===== config.mk =====
export PLATFORM = sky130hd
export DESIGN_NAME = fifo_rd_stream_adapter
export DESIGN_NICKNAME = d
export VERILOG_FILES = /design/src/rtl/fifo_rd_stream_adapter.sv
export SDC_FILE = /design/constraint.sdc
export NUM_CORES = 1
export LEC_CHECK = 0
export ABC_AREA = 1
export ABC_CLOCK_PERIOD_IN_PS = 2600
export BUFFER_PORTS_ARGS = -buffer_cell sky130_fd_sc_hd__buf_2
export CAP_MARGIN = 40
export CORE_MARGIN = 1
export CORE_UTILIZATION = 54
export DETAILED_ROUTE_END_ITERATION = 10
export PLACE_DENSITY = 0.79
export SLEW_MARGIN = 10
export SYNTH_ARGS = -nofsm -noshare
export SYNTH_HDL_FRONTEND = slang
export SYNTH_SLANG_ARGS = --single-unit

===== constraint.sdc =====
create_clock -name clk_r -period 2.6 [get_ports clk_r]
set_clock_uncertainty 0.2 [all_clocks]
set_input_delay 0.39 -clock clk_r [delete_from_list [all_inputs] [get_ports clk_r]]
set_output_delay 0.39 -clock clk_r [all_outputs]
set_load 0.03 [all_outputs]

===== src/rtl/fifo_rd_stream_adapter.sv =====
// Read-side adapter: issues FIFO reads, absorbs the one-cycle read latency and
// presents words on a framed valid/ready stream through a two-slot skid buffer.
module fifo_rd_stream_adapter #(
    parameter int WIDTH     = 32,
    parameter int BURST_LEN = 16,
    parameter int CNT_W     = 16
) (
    input  logic             clk_r,
    input  logic             reset_r,
    input  logic             flush,
    input  logic             fifo_empty,
    input  logic [WIDTH-1:0] fifo_rdata,
    output logic             fifo_rd_en,
    output logic [WIDTH-1:0] m_data,
    output logic             m_valid,
    input  logic             m_ready,
    output logic             m_last,
    output logic [CNT_W-1:0] words_out,
    output logic [1:0]       buf_lvl
);

    localparam int FCNT_W = (BURST_LEN > 1) ? $clog2(BURST_LEN) : 1;
    localparam logic [FCNT_W-1:0] FCNT_LAST = FCNT_W'(BURST_LEN - 1);

    logic              head_reg, head_next;
    logic              tail_reg, tail_next;
    logic [1:0]        lvl_reg, lvl_next;
    logic              inflight_reg;
    logic [FCNT_W-1:0] fcnt_reg, fcnt_next;
    logic [CNT_W-1:0]  words_reg;
    logic              pop;
    logic              push;
    logic              rd;
    logic [2:0]        occ;

    assign pop  = m_valid & m_ready;
    assign push = inflight_reg & ~flush;

    // Occupancy after this edge counts the word still coming back from the FIFO,
    // so a read is only issued when a slot is guaranteed for it.
    assign occ = {1'b0, lvl_reg} + {2'b00, inflight_reg} - {2'b00, pop};
    assign rd  = reset_r & ~fifo_empty & ~flush & (occ < 3'd2);

    always_comb begin
        head_next = head_reg;
        tail_next = tail_reg;
        lvl_next  = lvl_reg;
        fcnt_next = fcnt_reg;
        if (flush) begin
            head_next = 1'b0;
            tail_next = 1'b0;
            lvl_next  = 2'd0;
            fcnt_next = '0;
        end else begin
            if (push) begin
                tail_next = ~tail_reg;
            end
            if (pop) begin
                head_next = ~head_reg;
                fcnt_next = (fcnt_reg == FCNT_LAST) ? '0 : fcnt_reg + 1'b1;
            end
            lvl_next = lvl_reg + {1'b0, push} - {1'b0, pop};
        end
    end

    always_ff @(posedge clk_r or negedge reset_r) begin
        if (!reset_r) begin
            head_reg     <= 1'b0;
            tail_reg     <= 1'b0;
            lvl_reg      <= 2'd0;
            fcnt_reg     <= '0;
            inflight_reg <= 1'b0;
            words_reg    <= '0;
        end else begin
            head_reg     <= head_next;
            tail_reg     <= tail_next;
            lvl_reg      <= lvl_next;
            fcnt_reg     <= fcnt_next;
            inflight_reg <= rd;
            if (pop) begin
                words_reg <= words_reg + 1'b1;
            end
        end
    end

    for (genvar gi = 0; gi < 2; gi++) begin : g_slot
        logic [WIDTH-1:0] data_reg;
        always_ff @(posedge clk_r or negedge reset_r) begin
            if (!reset_r) begin
                data_reg <= '0;
            end else if (push && (tail_reg == 1'(gi))) begin
                data_reg <= fifo_rdata;
            end
        end
    end

    assign m_data     = head_reg ? g_slot[1].data_reg : g_slot[0].data_reg;
    assign m_valid    = (lvl_reg != 2'd0);
    assign m_last     = m_valid & (fcnt_reg == FCNT_LAST);
    assign fifo_rd_en = rd;
    assign words_out  = words_reg;
    assign buf_lvl    = lvl_reg;

    a_no_overflow: assert property (@(posedge clk_r) disable iff (!reset_r)
        !(push && (lvl_reg == 2'd2) && !pop));

endmodule


==> results of run 1 <==
[worst register-to-register path, stage by stage (launching register included)]
cell and delay (ns):
dfrtp_2 0.46, nor2_4 0.14, nor2_2 0.05, nor2_2 0.11, o21ai_2 0.06, fa_1 0.49
nand2_2 0.07, nor4_4 0.28, buf_4 0.15, buf_4 0.09
[power by group through the flow]
stage / Sequential [mW] / Clock [mW] / Combinational, mW
6_report: 2.08 / 1.03 / 2.20
5_1_grt: 2.14 / 1.11 / 2.42
3_5_place_dp: 2.10 / 0 / 2.18
2_1_floorplan: 2.12 / 0 / 1.55
3_3_place_gp: 2.08 / 0 / 2.14
4_1_cts: 2.08 / 1.05 / 2.21
[final cells by class]
cell class                      instances  area, sq um  area share
Clock inverter                          5         78.8      0.0157
Clock buffer                           10          138      0.0275
Timing Repair Buffer                  105          586       0.117
Tap cell                               99          124      0.0247
Sequential cell                        89         2230       0.445
Multi-Input combinational cell        330         1660       0.331
Inverter                               51          194      0.0387
[cell families (layout without fill, tap and decap cells)]
family	count (synthesis)	in the layout	synth area share
DFF	89	89	0.536
buffers and inverters	72	171	0.0780
xor gates and xnor gates	15	15	0.0316
AOI/OAI and AO/OA	69	69	0.104
and+or+nand+nor	241	241	0.234
adders and majority gates	5	5	0.0169
[per-layer routing]
layer | share of wire | GRT usage | vias to the layer above
met5 | 0.00092 | 0 | -
li1 | - | - | 1711
met1 | 0.45 | 0.297 | 1571
met3 | 0.035 | 0.0398 | 14
met2 | 0.50 | 0.379 | 70
met4 | 0.017 | 0.0779 | 2
[layout by cell type, fill, tap and decap left out, drive strengths merged, types with 2 or more instances in the layout]
master,Yosys,final
ha,4,4
xnor2,7,7
nor2,21,21
bufinv,0,2
nand4,5,5
clkinv,0,2
inv,51,52
nand2,195,195
o21ai,68,68
nand3,16,16
nor3,2,2
clkbuf,11,10
xor2,8,8
buf,10,104
dfrtp,89,89
[timing repair]
item | CTS | global route
setup endpoints to repair | 1 | 1
gates resized for setup | 4 | 1
hold endpoints to repair | 35 | 0
hold buffers | 1 | 0
buffers inserted | 4 | 2
pin swaps | 2 | 3
[through the flow]
| stage | instance area [sq um] | setup WS [ns] | power (mW) |
|---|---|---|---|
| 6_report | 5010 | -0.214 | 5.31 |
| 5_1_grt | 5010 | -0.315 | 5.66 |
| 4_1_cts | 4990 | -0.190 | 5.34 |
| 3_5_place_dp | 4720 | 0.0497 | 4.28 |
| 3_3_place_gp | 4720 | 0.144 | 4.22 |
| 2_1_floorplan | 4200 | -0.0754 | 3.66 |
[path summary, 6_finish.rpt]
path                                  startpoint  slack, ns                      to
max                                   buf_lvl[0]      -0.21              fifo_rd_en
min                               fifo_rdata[29]       0.09  g_slot[0].data_reg[29]
min reg2reg                g_slot[0].data_reg[2]       0.29   g_slot[0].data_reg[2]
max in group asynchronous                reset_r       1.22  g_slot[1].data_reg[12]
min in group asynchronous                reset_r       0.46            words_out[0]
max reg2reg                           buf_lvl[0]       0.43            inflight_reg
==> impl_metrics.json, run 1 <==
{
  "status": "finished with violations",
  "violations": "setup timing",
  "synth_top_cell_area_share": 0.536,
  "ys.warnings.count": 0,
  "grt_usage": 0.226,
  "cts_buffers": 9,
  "antenna_found_initial": 1,
  "dp_hpwl_mm": 5.72,
  "io_pins": 90,
  "nets": 628,
  "ys_seq_area_frac": 0.536,
  "synth_ff_type": "dfrtp_1",
  "synthToLayoutAreaGrowth_pct": 20.4,
  "start_util": 0.567,
  "irDropWorstVdd_uv": 572,
  "fin_crit_ns": 2.81,
  "p_int_mw": 3.09,
  "power.density_nw_per_um2": 1060,
  "path_cells": "nor2_4 > nor2_2 > nor2_2 > o21ai_2 > fa_1 > nand2_2 > nor4_4 > buf_4",
  "clockPowerShare": 0.194,
  "clock-sinks": 89,
  "p_seq_frac": 0.392,
  "vias": 3368,
  "slowest_delay_ns": 0.49,
  "cts_root_buffer": "clkbuf_8",
  "drv_slew": 0,
  "avgSynthCellArea_sq_um": 8.47,
  "ant_nets": 0,
  "critPathTopFamily": "simple AND/OR/NAND/NOR gates",
  "crit_arrival_ns": 2.22,
  "netlist_top_cells_area": "dfrtp_1 54%, nand2_1 17%, o21ai_2 4.8%",
  "synth_async_sr_flop_share": 1.00,
  "syn_nets": 533,
  "die_w_microns": 89.7,
  "path_class": "flip-flop to output port",
  "synth_most_common_cell": "nand2_1",
  "pwr-share-comb": 0.415,
  "cts_buffer_depth": 2,
  "synthTopCellsByCount": "193 x nand2_1, 89 x dfrtp_1, 50 x inv_1, 36 x o21ai_0, 23 x o21ai_2",
  "routed_wl_mm": 8.69,
  "max-cap-violations": 0,
  "rows": 31,
  "path_max_fanout": 4,
  "coreArea_sq_um": 7330,
  "cp_num_buf_inv": 1,
  "ys_ff_latch": 89,
  "gp_congestion": 0.771,
  "synth_edf_count": 0,
  "io_buffers": 89,
  "die_height_microns": 89.7,
  "crit_path_start_kind": "flip-flop",
  "route.detailed.drc": 0,
  "vias_per_cell": 4.89,
  "p_sw_frac": 0.418,
  "synth.largest_area_cell": "dfrtp_1",
  "clk_pin_slew_ns": 0.09,
  "fmax_ghz": 0.355,
  "worstHoldPathType": "primary input to flip-flop",
  "instances_no_fill": 689,
  "cts_tree": "built",
  "tns_ns": -0.214,
  "antennaDiodeCount": 0,
  "die-area_sq_um": 8050,
  "worstHoldPathCells": 3,
  "largest_reg_flops": 64,
  "grt_pass1_wl_mm": 14.7,
  "synthesis.area_sq_um": 4160,
  "grt_pass1_vias": 3211,
  "wl_per_cell_microns": 12.6,
  "cp.required_ns": 2.01,
  "endpoint_kind": "output port",
  "whs_ns": 0.0922,
  "finalSetupViolCount": 1,
  "path_common_cell": "nor2_2",
  "n_fill_cell": 631,
  "htree_levels": 3,
  "dpl.cell_count": 667,
  "rsz0062_at_grt": "yes",
  "p_leak_nw": 2.77,
  "final_layout_size_suffix_gt1_frac": 0.271,
  "worstMarginPinSlew_ns": 0.655,
  "clock_latency_ns": 0.34,
  "grt-ovfl-total": 0,
  "grt_max_degree": 65,
  "switching_power_mw": 2.22,
  "syn_inst": 491,
  "cp.depth": 8,
  "synth_cell_types": 27,
  "hold_viol_final": 0,
  "post-route-period-util": 1.08,
  "reg2regPathDepth": 9,
  "fin_util": 0.683,
  "first_pass_iters": 5,
  "drt-initial-drc-count": 182,
  "crit_path_top_delay_cell": "fa_1",
  "relSlewSlack": 0.564,
  "setup_ws_ns": -0.214
}
(Power assumes the default switching activity.)
==> run 2, diff against run 1 <==
==> config.mk (replaced) <==
export PLATFORM = sky130hd
export DESIGN_NAME = fifo_rd_stream_adapter
export DESIGN_NICKNAME = d
export VERILOG_FILES = /design/src/rtl/fifo_rd_stream_adapter.sv
export SDC_FILE = /design/constraint.sdc
export NUM_CORES = 1
export LEC_CHECK = 0
export ABC_CLOCK_PERIOD_IN_PS = 2600
export BUFFER_PORTS_ARGS = -buffer_cell sky130_fd_sc_hd__buf_2
export CAP_MARGIN = 40
export CORE_MARGIN = 2
export CORE_UTILIZATION = 54
export DETAILED_ROUTE_END_ITERATION = 10
export PLACE_DENSITY = 0.8
export SLEW_MARGIN = 40
export SYNTH_ARGS = -nofsm -noshare
export SYNTH_HDL_FRONTEND = slang
export SYNTH_SLANG_ARGS = --single-unit
==> run 2 against run 1 <==
Sequential power increased by 2%. Synthesized area is 3.9% lower. Largest power group unchanged. Global-route usage is 3.4 points lower. The run now ends clean. Worst hold slack got worse by 0.043 ns. Fmax up 10%. Non-clock buffer count shrank 4. Via count decreased by 26%. Final cell count is 30% lower.
==> impl_metrics.json, run 2 <==
{
  "status": "complete, no violations",
  "cp.required_ns": 2.01,
  "worstMarginPinSlew_ns": 0.630,
  "use_met3": 0.0436,
  "clk_pin_slew_ns": 0.08,
  "first_pass_iters": 4,
  "p_seq_frac": 0.386,
  "synth_top_cell_area_share": 0.558,
  "ant_nets": 0,
  "fmax_ghz": 0.392,
  "die_w_microns": 90,
  "dp_hpwl_mm": 5.13,
  "dpl_cell_area_sq_um": 4570,
  "finalSetupViolCount": 0,
  "pwr-share-comb": 0.428,
  "mostFrequentLayoutCells": "93 x mux2_2, 87 x dfrtp_1, 87 x buf_2, 15 x xnor2_1, 13 x nand2_1",
  "ys_seq_area_frac": 0.558,
  "post-place-ws_ns": 0.161,
  "worstHoldPathType": "primary input to flip-flop",
  "clockPowerShare": 0.186,
  "grt-ovfl-total": 0,
  "synthTopCellsByCount": "93 x mux2_2, 89 x dfrtp_1, 15 x xnor2_1, 14 x nand2_1, 8 x nor2_1",
  "hold_viol_final": 0,
  "drv_slew": 0,
  "rows": 31,
  "final_layout_size_suffix_gt1_frac": 0.575,
  "htree_levels": 3,
  "drt-initial-drc-count": 73,
  "start_util": 0.554,
  "syn_inst": 280,
  "avgSynthCellArea_sq_um": 14.3,
  "synth_edf_count": 0,
  "relSlewSlack": 0.580,
  "whs_ns": 0.0494,
  "path_max_fanout": 2,
  "vias": 2489,
  "route.detailed.drc": 0,
  "synth_cell_types": 33,
  "synthesis.area_sq_um": 3990,
  "vias_per_cell": 5.13,
  "power.density_nw_per_um2": 1140,
  "cts_buffers": 9,
  "fin_crit_ns": 2.55,
  "p_sw_frac": 0.376,
  "wl_per_cell_microns": 14.9,
  "gp_congestion": 0.746,
  "stdcell_area_sq_um": 4830,
  "ys_ff_latch": 89,
  "path_class": "flip-flop to output port",
  "synth_async_sr_flop_share": 1.00,
  "io_buffers": 89,
  "synthToLayoutAreaGrowth_pct": 20.8,
  "die-area_sq_um": 8100,
  "netlist_top_cells_area": "dfrtp_1 56%, mux2_2 26%, xnor2_1 3.3%",
  "setup_ws_ns": 0.0472,
  "io_pins": 90,
  "max-cap-violations": 0,
  "antennaDiodeCount": 0,
  "final_common_cell": "mux2_2",
  "cts_tree": "built",
  "grt_pass1_vias": 2605,
  "antenna_found_initial": 0,
  "irDropWorstVdd_uv": 672,
  "cts_buffer_depth": 2,
  "routed_wl_mm": 7.24,
  "synth_ff_type": "dfrtp_1",
  "cts_root_buffer": "clkbuf_8",
  "largest_reg_flops": 64,
  "p_leak_nw": 2.45,
  "crit_path_start_kind": "flip-flop",
  "clock-sinks": 89,
  "p_int_mw": 3.44,
  "rsz0062_at_grt": "yes",
  "synth_most_common_cell": "mux2_2",
  "clock_latency_ns": 0.33,
  "ys.warnings.count": 0,
  "grt_usage": 0.192,
  "endpoint_kind": "output port",
  "syn_nets": 322,
  "nets": 423,
  "grt_max_degree": 52,
  "crit_arrival_ns": 1.96,
  "synth.largest_area_cell": "dfrtp_1",
  "grt_pass1_wl_mm": 12.5,
  "met1_usage": 0.259,
  "switching_power_mw": 2.07,
  "die_height_microns": 90,
  "gr-usage-met2": 0.315,
  "coreArea_sq_um": 7210,
  "post-route-period-util": 0.982,
  "grt-busiest-layer": "met2"
}
==> run 2: changes by cell type after synthesis, moves of 11 or more <==
| cell | previous run | this run |
|---|---|---|
| nand2_1 | 193 | 14 |
| mux2_2 | 0 | 93 |
| inv_1 | 50 | 3 |
| o21ai_0 | 36 | 1 |
| o21ai_2 | 23 | 0 |
| nand3_1 | 15 | 4 |
| nor2_1 | 19 | 8 |
==> run 2: metal layers <==
layer / part of all wire / vias to the layer above / routed length [microns]
met5: 0 / - / 0
met3: 0.036 / 6 / 258
li1: - / 1177 / -
met1: 0.45 / 1257 / 3240
met4: 0.0098 / 0 / 71
met2: 0.51 / 49 / 3680
==> run 2: path summary, 6_finish.rpt <==
path | startpoint | to | slack, ns | cells past startpoint
setup / recovery | buf_lvl[1] | fifo_rd_en | 0.05 | 6
hold / removal | fifo_empty | inflight_reg | 0.05 | 2
setup reg to reg | buf_lvl[1] | buf_lvl[1] | 0.52 | 9
hold reg to reg | words_out[15] | words_out[15] | 0.29 | 1
max in group asynchronous | reset_r | g_slot[0].data_reg[17] | 1.23 | 3
min in group asynchronous | reset_r | words_out[1] | 0.47 | 3
==> run 2: critical path: stages (launching register included) <==
cell,delay [ns]
dfrtp_2,0.43
o21ai_4,0.16
nor2_2,0.06
fa_1,0.50
nand2_2,0.07
nor4_4,0.24
buf_6,0.17
==> run 2: cells by family after synthesis <==
logic type	share of synthesized area
AO/OA/AOI/OAI	0.0125
buffers and inverters	0.0254
flip-flops	0.558
AND/OR/NAND/NOR	0.0680
multiplexers	0.271
XOR/XNOR	0.0482
adder cells (fa/ha/maj)	0.0175
==> run 2: power groups by stage <==
stage	Sequential, mW	Clock [mW]	Combinational, mW
after floorplan	2.17	0	1.72
after global placement	2.12	0	2.30
after detailed placement	2.17	0	2.34
after CTS	2.13	1.06	2.39
after global routing	2.19	1.13	2.53
final	2.12	1.02	2.36
==> run 2: area by class of cell <==
type	count	area, sq um
fillers	572	2390
flip-flops and latches	89	2230
multi-input cells	176	1690
repair buffers	101	547
clock buffers	11	141
well taps	99	124
clock inverters	5	78.8
inverters	4	20.0
==> run 2: per-stage QoR <==
step	TNS [ns]	total power [mW]	std cells	util
2_1_floorplan	-0.0114	3.89	280	-
3_3_place_gp	0	4.42	465	0.633
3_5_place_dp	0	4.51	465	0.633
4_1_cts	0	5.58	485	0.669
5_1_grt	-0.0821	5.85	485	0.669
6_report	0	5.51	485	0.669
==> run 2: what timing repair did <==
| action | in CTS | in global routing |
|---|---|---|
| pin swaps | 1 | 0 |
| buffers inserted | 3 | 0 |
| setup endpoints to repair | 1 | 1 |
| resized for setup | 2 | 0 |
| hold buffers | 1 | 0 |
| cloned | 0 | 0 |
| endpoints found under the hold margin | 77 | 0 |
==> run 3, diff against run 2 <==
--- a/config.mk
+++ b/config.mk
@@ -9,9 +9,10 @@
 export BUFFER_PORTS_ARGS = -buffer_cell sky130_fd_sc_hd__buf_2
 export CAP_MARGIN = 40
 export CORE_MARGIN = 2
-export CORE_UTILIZATION = 54
+export CORE_UTILIZATION = 55
+export CTS_BUF_LIST = sky130_fd_sc_hd__clkbuf_4 sky130_fd_sc_hd__clkbuf_8
 export DETAILED_ROUTE_END_ITERATION = 10
-export PLACE_DENSITY = 0.8
+export PLACE_DENSITY = 0.81
 export SLEW_MARGIN = 40
 export SYNTH_ARGS = -nofsm -noshare
 export SYNTH_HDL_FRONTEND = slang
==> run 3 against run 2 <==
Clock power hardly changed. Routed wire length is 0.68% higher. Global-route usage is 0.14 points higher. Setup slack worse by 0.015 ns. Cell area is 0.39% lower. Highest routed layer unchanged. Die area is 1.7% lower. Worst hold slack worse by 0.027 ns. Fmax is 0.59% lower. Final cell count is 0.41% lower. Critical endpoint unchanged. Register-to-register slack better by 0.02 ns. Critical path depth stayed put.
==> impl_metrics.json, run 3 (synthesis results as in run 2) <==
{
  "p_leak_nw": 2.44,
  "crit_path_top_delay_cell": "fa_1",
  "cts_buffers": 9,
  "endpoint_kind": "output port",
  "slowest_delay_ns": 0.49,
  "worstHoldPathType": "primary input to flip-flop",
  "multi_input_area_sq_um": 1690,
  "final_layout_size_suffix_gt1_frac": 0.576,
  "die_height_microns": 89.2,
  "relSlewSlack": 0.559,
  "final-seq-area_sq_um": 2230,
  "route.detailed.drc": 0,
  "hold_viol_final": 0,
  "wl_per_cell_microns": 15.1,
  "antenna_found_initial": 0,
  "finalSetupViolCount": 0,
  "max-cap-violations": 0,
  "coreArea_sq_um": 7140,
  "grt_max_degree": 85,
  "gp_congestion": 0.767,
  "irDropWorstVdd_uv": 608,
  "cts_tree": "built",
  "cp.required_ns": 2.01,
  "drt-initial-drc-count": 94,
  "post-route-period-util": 0.988,
  "stdcell_area_sq_um": 4810,
  "dp_hpwl_mm": 5.03,
  "path_cells": "o21ai_4 > nor2_2 > fa_1 > nand2_2 > nor4_4 > buf_6",
  "clock_latency_ns": 0.35,
  "routed_wl_mm": 7.29,
  "power.density_nw_per_um2": 1140,
  "drv_slew": 0,
  "crit_path_start_kind": "flip-flop",
  "rsz0062_at_grt": "yes",
  "grt_usage": 0.194,
  "io_buffers": 89,
  "dpl_cell_area_sq_um": 4560,
  "start_util": 0.560,
  "grt-ovfl-total": 0,
  "vias_per_cell": 5.07,
  "antennaDiodeCount": 0,
  "path_class": "flip-flop to output port",
  "fin_crit_ns": 2.57,
  "nets": 421,
  "worstMarginPinSlew_ns": 0.662,
  "die-area_sq_um": 7960,
  "crit_arrival_ns": 1.98,
  "final_common_cell": "mux2_2",
  "n_fill_cell": 572,
  "io_pins": 90,
  "ant_nets": 0,
  "synthToLayoutAreaGrowth_pct": 20.4,
  "tns_ns": 0,
  "largest_reg_flops": 64,
  "mostFrequentLayoutCells": "93 x mux2_2, 87 x dfrtp_1, 87 x buf_2, 15 x xnor2_1, 13 x nand2_1",
  "fmax_ghz": 0.389,
  "clock-sinks": 89,
  "power.total_mw": 5.46,
  "grt_pass1_wl_mm": 11.6,
  "rows": 31,
  "first_pass_iters": 4,
  "path_max_fanout": 3,
  "vias": 2451,
  "cts_buffer_depth": 2,
  "htree_levels": 3,
  "status": "complete, no violations",
  "die_w_microns": 89.2,
  "grt_pass1_vias": 2486,
  "clk_pin_slew_ns": 0.09,
  "cts_root_buffer": "clkbuf_8"
}
## run 3: critical path, delay by kind of cell, from the launching register on
| family | cells | cell delay, ns |
|---|---|---|
| adder cells (fa/ha/maj) | 1 | 0.49 |
| AND/OR/NAND/NOR | 3 | 0.35 |
| flip-flops | 1 | 0.44 |
| buffers and inverters | 1 | 0.17 |
| AO/OA/AOI/OAI | 1 | 0.17 |
## run 3: path summary, 6_finish.rpt
| kind | slack (ns) | cells past startpoint | from | end |
|---|---|---|---|---|
| hold reg to reg | 0.28 | 1 | words_out[15] | words_out[15] |
| hold / removal | 0.02 | 2 | fifo_empty | inflight_reg |
| min in group asynchronous | 0.18 | 2 | reset_r | words_out[3] |
| max in group asynchronous | 1.13 | 3 | reset_r | buf_lvl[1] |
| setup / recovery | 0.03 | 6 | buf_lvl[1] | fifo_rd_en |
| setup reg to reg | 0.54 | 9 | buf_lvl[1] | buf_lvl[1] |
## run 3: what timing repair did
| item | in CTS | in global routing |
|---|---|---|
| pin swaps | 1 | 0 |
| hold endpoints to repair | 5 | 0 |
| setup buffers | 2 | 0 |
| endpoints found under the setup margin | 1 | 1 |
| gates resized for setup | 2 | 0 |
| hold buffers | 1 | 0 |
## run 3: where the power goes
part,total (mW),internal [mW],switching (mW)
clock,0.997,0.485,0.512
combinational,2.34,0.999,1.34
sequential,2.13,1.86,0.267
## run 3: area by class of cell
cell class	count	share of cell area
Inverter	4	0.00416
Sequential cell	89	0.464
Clock buffer	10	0.0286
Tap cell	99	0.0258
Timing Repair Buffer	99	0.112
Clock inverter	6	0.0151
Multi-Input combinational cell	176	0.351
## run 3: through the flow
stage	utilization	worst slack, ns	hold slack, ns	std cells
3_5_place_dp	0.639	0.156	0.0107	464
5_1_grt	0.674	-0.0737	0.0122	483
4_1_cts	0.673	0.00119	0.0127	483
3_3_place_gp	0.639	0.185	0.00759	464
2_1_floorplan	-	-0.0114	-0.106	280
6_report	0.674	0.0321	0.0225	483
## run 3: layer usage
| layer | GRT usage | wire [microns] | part of all wire | up-vias |
|---|---|---|---|---|
| li1 | - | - | - | 1184 |
| met1 | 0.259 | 3300 | 0.45 | 1216 |
| met4 | 0.0773 | 104 | 0.014 | 0 |
| met3 | 0.0425 | 263 | 0.036 | 8 |
| met5 | 0 | 0 | 0 | - |
| met2 | 0.310 | 3630 | 0.50 | 43 |
